[src/rtl/fetch_pc_unit.sv]
// IF stage: owns the PC, fetches from instruction memory and loads the IF/ID register.
// Redirects on taken branches from EX, honours stall and halt, counts taken branches.
module fetch_pc_unit #(
    parameter int                 ADDR_W   = 16,
    parameter int                 INSTR_W  = 16,
    parameter logic [ADDR_W-1:0]  RESET_PC = '0,
    parameter logic [INSTR_W-1:0] NOP      = '0
) (
    input  logic               clk,
    input  logic               rst_n,
    input  logic               TakeBran,
    input  logic [ADDR_W-1:0]  BranTarget,
    input  logic               Stall,
    input  logic               Halt,
    output logic [ADDR_W-1:0]  IMemAddr,
    input  logic [INSTR_W-1:0] IMemData,
    output logic [INSTR_W-1:0] IfIdInstr,
    output logic [ADDR_W-1:0]  IfIdPC,
    output logic               IfIdValid,
    output logic               FlushIdEx,
    output logic               Halted,
    output logic [15:0]        TakenCnt
);

    // state   | meaning
    // S_BOOT  | first cycle after reset, PC held, IF/ID invalid
    // S_RUN   | normal fetch, branch redirect and stall handling
    // S_HALTED| fetch frozen until reset
    typedef enum logic [1:0] {S_BOOT, S_RUN, S_HALTED} state_t;

    state_t               state_q, state_d;
    logic [ADDR_W-1:0]    pc_q, pc_d;
    logic [INSTR_W-1:0]   ifid_instr_q, ifid_instr_d;
    logic [ADDR_W-1:0]    ifid_pc_q, ifid_pc_d;
    logic                 ifid_valid_q, ifid_valid_d;
    logic [15:0]          taken_cnt_q, taken_cnt_d;
    logic [ADDR_W-1:0]    pc_inc;

    assign pc_inc = pc_q + {{(ADDR_W-1){1'b0}}, 1'b1};

    always_comb begin
        state_d      = state_q;
        pc_d         = pc_q;
        ifid_instr_d = ifid_instr_q;
        ifid_pc_d    = ifid_pc_q;
        ifid_valid_d = ifid_valid_q;
        taken_cnt_d  = taken_cnt_q;
        case (state_q)
            S_BOOT: begin
                state_d = S_RUN;
            end
            S_RUN: begin
                if (Halt) begin
                    ifid_instr_d = NOP;
                    ifid_pc_d    = '0;
                    ifid_valid_d = 1'b0;
                    state_d      = S_HALTED;
                end else if (TakeBran) begin
                    // Redirect beats stall: the stalled instruction is wrong-path anyway.
                    pc_d         = BranTarget;
                    ifid_instr_d = NOP;
                    ifid_pc_d    = '0;
                    ifid_valid_d = 1'b0;
                    if (taken_cnt_q != 16'hFFFF) begin
                        taken_cnt_d = taken_cnt_q + 16'd1;
                    end
                end else if (!Stall) begin
                    pc_d         = pc_inc;
                    ifid_instr_d = IMemData;
                    ifid_pc_d    = pc_inc;
                    ifid_valid_d = 1'b1;
                end
            end
            S_HALTED: begin
                state_d = S_HALTED;
            end
            default: begin
                state_d = S_BOOT;
            end
        endcase
    end

    always_ff @(posedge clk) begin
        if (!rst_n) begin
            state_q      <= S_BOOT;
            pc_q         <= RESET_PC;
            ifid_instr_q <= NOP;
            ifid_pc_q    <= '0;
            ifid_valid_q <= 1'b0;
            taken_cnt_q  <= '0;
        end else begin
            state_q      <= state_d;
            pc_q         <= pc_d;
            ifid_instr_q <= ifid_instr_d;
            ifid_pc_q    <= ifid_pc_d;
            ifid_valid_q <= ifid_valid_d;
            taken_cnt_q  <= taken_cnt_d;
        end
    end

    // Reset is synchronous, so gate the status outputs while rst_n is low.
    assign FlushIdEx = rst_n & TakeBran & (state_q == S_RUN) & ~Halt;
    assign Halted    = rst_n & (state_q == S_HALTED);
    assign IMemAddr  = pc_q;
    assign IfIdInstr = ifid_instr_q;
    assign IfIdPC    = ifid_pc_q;
    assign IfIdValid = ifid_valid_q;
    assign TakenCnt  = taken_cnt_q;

endmodule

[config.mk]
export PLATFORM = sky130hd
export DESIGN_NAME = fetch_pc_unit
export DESIGN_NICKNAME = d
export VERILOG_FILES = /design/src/rtl/fetch_pc_unit.sv
export SDC_FILE = /design/constraint.sdc
export NUM_CORES = 1
export LEC_CHECK = 0
export CAP_MARGIN = 40
export CORE_ASPECT_RATIO = 0.75
export CORE_MARGIN = 10
export CORE_UTILIZATION = 25
export CTS_BUF_LIST = sky130_fd_sc_hd__clkbuf_8 sky130_fd_sc_hd__clkbuf_16
export CTS_CLUSTER_DIAMETER = 80
export DETAILED_ROUTE_END_ITERATION = 6
export GPL_TIMING_DRIVEN = 0
export PLACE_DENSITY = 0.54
export SKIP_CTS_REPAIR_TIMING = 1
export SLEW_MARGIN = 0
export SYNTH_ARGS = -nofsm -noshare
export SYNTH_HDL_FRONTEND = slang
export SYNTH_SLANG_ARGS = --single-unit
[constraint.sdc]
create_clock -name clk -period 2.45 [get_ports clk]
set_input_delay 0.6125 -clock clk [delete_from_list [all_inputs] [get_ports clk]]
set_output_delay 0.6125 -clock clk [all_outputs]
set_load 0.02 [all_outputs]
==> summary.md <==
| Metric | Value |
|---|---|
| Initial antenna violation count | `0` |
| HPWL after DPL | `8190 um` |
| Mapped Cells | `355` |
| Site Rows | `35` |
| R2R Setup Slk | `260 ps` |
| DR pass1 iterations | `5` |
| Global-route wire length before repair | `17300 um` |
| Filler cells | `1256` |
| Die area | `0.0172 mm^2` |
| Via Count | `3223` |
| Endpoints failing hold | `0` |
| Port-buffer cells | `102` |
| GRT Total Usage | `0.125` |
| Final setup TNS | `0 ps` |
| Net count, final | `512` |
| Mapped Nets | `397` |
| Worst r2r src | `state_q[1]$_SDFFE_PN0N_` |
| Tcrit/Tclk final | `0.946` |
| Top FF cell, synth | `dfxtp_1` |
| Cells after DPL | `623` |
| Yosys reg bits | `67` |
| Worst Setup EP | `Halted` |
| Leak | `1.66 nW` |
| Core Area | `0.0122 mm^2` |
| Crit-path max FO | `10` |
| CTS tree | `built` |
| Total Wirelength | `11100 um` |
| Least-Margin Pin Slew | `620 ps` |
| I/O pin cnt | `104` |
| Grt ovf | `0` |
| Cell Count, Final, Fillers Out | `641` |
| Design Power | `0.00316 W` |
| Crit path arrival time | `1710 ps` |
| Largest net degree at the start of global routing | `13` |
| Post-synth EDFFs | `0` |
| HP Class | `register to register` |
| R2r worst-path depth | `7` |
| Final max-slew violation count | `0` |
| Total of max-cap violations | `0` |
| Fmax | `431 MHz` |
| RSZ-0062 raised after global routing | `no` |
| Worst hold slack | `446 ps` |
| Power Density | `676 mW/mm^2` |
| Initial DRC Count | `296` |
| Clock sink count | `67` |
| RR Endpoint | `IMemAddr[4]$_SDFFE_PN0P_` |
| Number of buffers created by CTS | `9` |
| CTS clk-pin slew, worst paths | `60 ps` |
| CP startpoint | `rst_n` |
| Mapped Area | `0.00308 mm^2` |
| DIE WIDTH | `148 um` |
| Crit. End Element | `primary output` |
| Relative slew slack | `0.584` |
| Vias per inst | `5.03` |
| Setup clock skew after layout | `5.96 ps` |
| CP Class | `input pin to primary output` |
| H-tree Lvls | `3` |
| Gpl congestion | `0.874` |
| Layout cell share with drive strength beyond 1 | `0.0779` |
| Clk_lat worst skew | `330 ps` |
| Final Setup Violations | `0` |
| CP required | `1840 ps` |
| DRC Markers | `0` |
| Root buf cell | `clkbuf_16` |
| Buffer depth of the longest clock path | `2` |
| Die Ht | `116 um` |
| Post-route ant nets | `0` |
| Avg Cell Area, Syn | `8.69 um^2` |
| Post-synth cell types | `50` |
| Routed len/inst | `17.3 um` |
| Ant diodes | `0` |
| CP startpoint kind | `input pin` |
| Worst VDD drop | `347 uV` |
| Yosys warns | `0` |
| Sequential share of the synthesized area | `0.435` |
| Vias in the first global route | `3132` |
| Post-synthesis to final-layout area growth | `51.6%` |
| Initial Utilization | `0.253` |
| Fraction of registers with async set/reset | `0` |
| Status | `completed` |
| Final min period | `2320 ps` |
-- cell type report --
| type | instances | area, um^2 | area share |
|---|---|---|---|
| inverters | 7 | 26.3 | 0.00562 |
| clock buffers | 10 | 239 | 0.0511 |
| plain buffers | 22 | 105 | 0.0225 |
| repair buffers | 104 | 1040 | 0.222 |
| flip-flops and latches | 67 | 1340 | 0.287 |
| clock inverters | 6 | 88.8 | 0.0190 |
| multi-input cells | 259 | 1630 | 0.349 |
| well taps | 166 | 208 | 0.0444 |
-- cells in the mapped netlist (4+ instances only) --
cell      instances  area share
dfxtp_1          67        0.43
inv_1             7      0.0085
nand3_1          17       0.028
a32oi_1           4       0.011
and2_1            5       0.010
or3_1             8       0.016
a31oi_1           4      0.0081
and3_1            5       0.010
o21ai_0          12       0.019
clkbuf_1         16       0.019
nor4_1            6       0.012
nor3_1            9       0.015
and4_1            4       0.011
nor2_1           32       0.039
a21o_1            5       0.012
a21oi_1          18       0.029
ha_1              5       0.020
or4_1             4      0.0097
nand2_1          29       0.035
a22oi_1          23       0.056
o211ai_1          4      0.0097
o31ai_1           4      0.0097
mux2i_1           9       0.029
nand4_1          12       0.024
-- layer usage --
metal  part of all wire  vias up  global-route usage  wire length [um]
met1               0.46     1536               0.158              5080
met3              0.097        9              0.0546              1070
li1                   -     1558                   -                 -
met4             0.0093        0              0.0369               103
met2               0.44      120               0.190              4830
met5                  0        -                   0                 0
-- cells by family (layout without fill, tap and decap cells) --
kind of cell    count (synthesis)  count (layout)  share of synthesized area
buf+inv                        29             149                     0.0389
simple gates                  144             144                      0.247
xor+xnor                        6               6                     0.0170
mux                             9               9                     0.0292
compound gates                 95              95                      0.213
flops                          67              67                      0.435
fa+ha+maj                       5               5                     0.0203
-- power breakdown --
part / switching (W) / internal, W / leakage, nW
clock: 0.000497 / 0.000918 / 0.155
combinational: 0.000321 / 0.000233 / 0.967
sequential: 0.0000517 / 0.00114 / 0.541
total: 0.000870 / 0.00229 / 1.66
-- state kept, by name, summed over array words and instances, names as in the netlist --
| register | flops |
|---|---|
| IfIdValid | 1 |
| TakenCnt | 16 |
| IfIdPC | 16 |
| state_q | 2 |
| IfIdInstr | 16 |
| IMemAddr | 16 |
-- metrics by stage --
step            util  worst slack (ps)  area, um^2
6_report       0.384               132        4680
5_1_grt        0.384              16.0        4680
4_1_cts        0.381             -1010        4640
3_5_place_dp   0.354             -1010        4310
3_3_place_gp   0.354              -937        4310
2_1_floorplan      -               203        3080
-- worst min path at each step --
| stage | cells past startpoint | endpoint | startpoint |
|---|---|---|---|
| after floorplan | 2 | state_q[1]$_SDFFE_PN0N_ | state_q[1]$_SDFFE_PN0N_ |
| after global placement | 2 | IfIdPC[11]$_SDFFE_PN0P_ | IfIdPC[11]$_SDFFE_PN0P_ |
| after global routing | 2 | IfIdPC[11]$_SDFFE_PN0P_ | IfIdPC[11]$_SDFFE_PN0P_ |
| after detailed placement | 2 | IfIdPC[11]$_SDFFE_PN0P_ | IfIdPC[11]$_SDFFE_PN0P_ |
| after CTS | 2 | IfIdPC[11]$_SDFFE_PN0P_ | IfIdPC[11]$_SDFFE_PN0P_ |
| final | 2 | IfIdPC[11]$_SDFFE_PN0P_ | IfIdPC[11]$_SDFFE_PN0P_ |
-- cell usage in the layout, fill, tap and decap left out, types with 4 or more instances in the layout --
cell / synthesis / final
clkdlybuf4s50_1: 0 / 98
dfxtp_1: 67 / 67
nor2_1: 32 / 31
nand2_1: 29 / 29
a22oi_1: 23 / 23
a21oi_1: 18 / 18
nand3_1: 17 / 17
nand4_1: 12 / 12
o21ai_0: 12 / 12
clkbuf_1: 16 / 11
nor3_1: 9 / 9
mux2i_1: 9 / 9
clkbuf_16: 0 / 9
or3_1: 8 / 8
inv_1: 7 / 7
nor4_1: 6 / 6
and2_1: 5 / 5
and3_1: 5 / 5
a21o_1: 5 / 5
ha_1: 5 / 5
clkbuf_2: 0 / 4
and4_1: 4 / 4
o211ai_1: 4 / 4
o31ai_1: 4 / 4
or4_1: 4 / 4
a31oi_1: 4 / 4
a32oi_1: 4 / 4
-- worst max-delay path: stages --
cell and delay, ps:
clkbuf_2 190, buf_4 250, clkbuf_4 250, and2_1 160, dlymetal6s2s_1 230
Note: power is estimated with default switching activity, not from simulation.
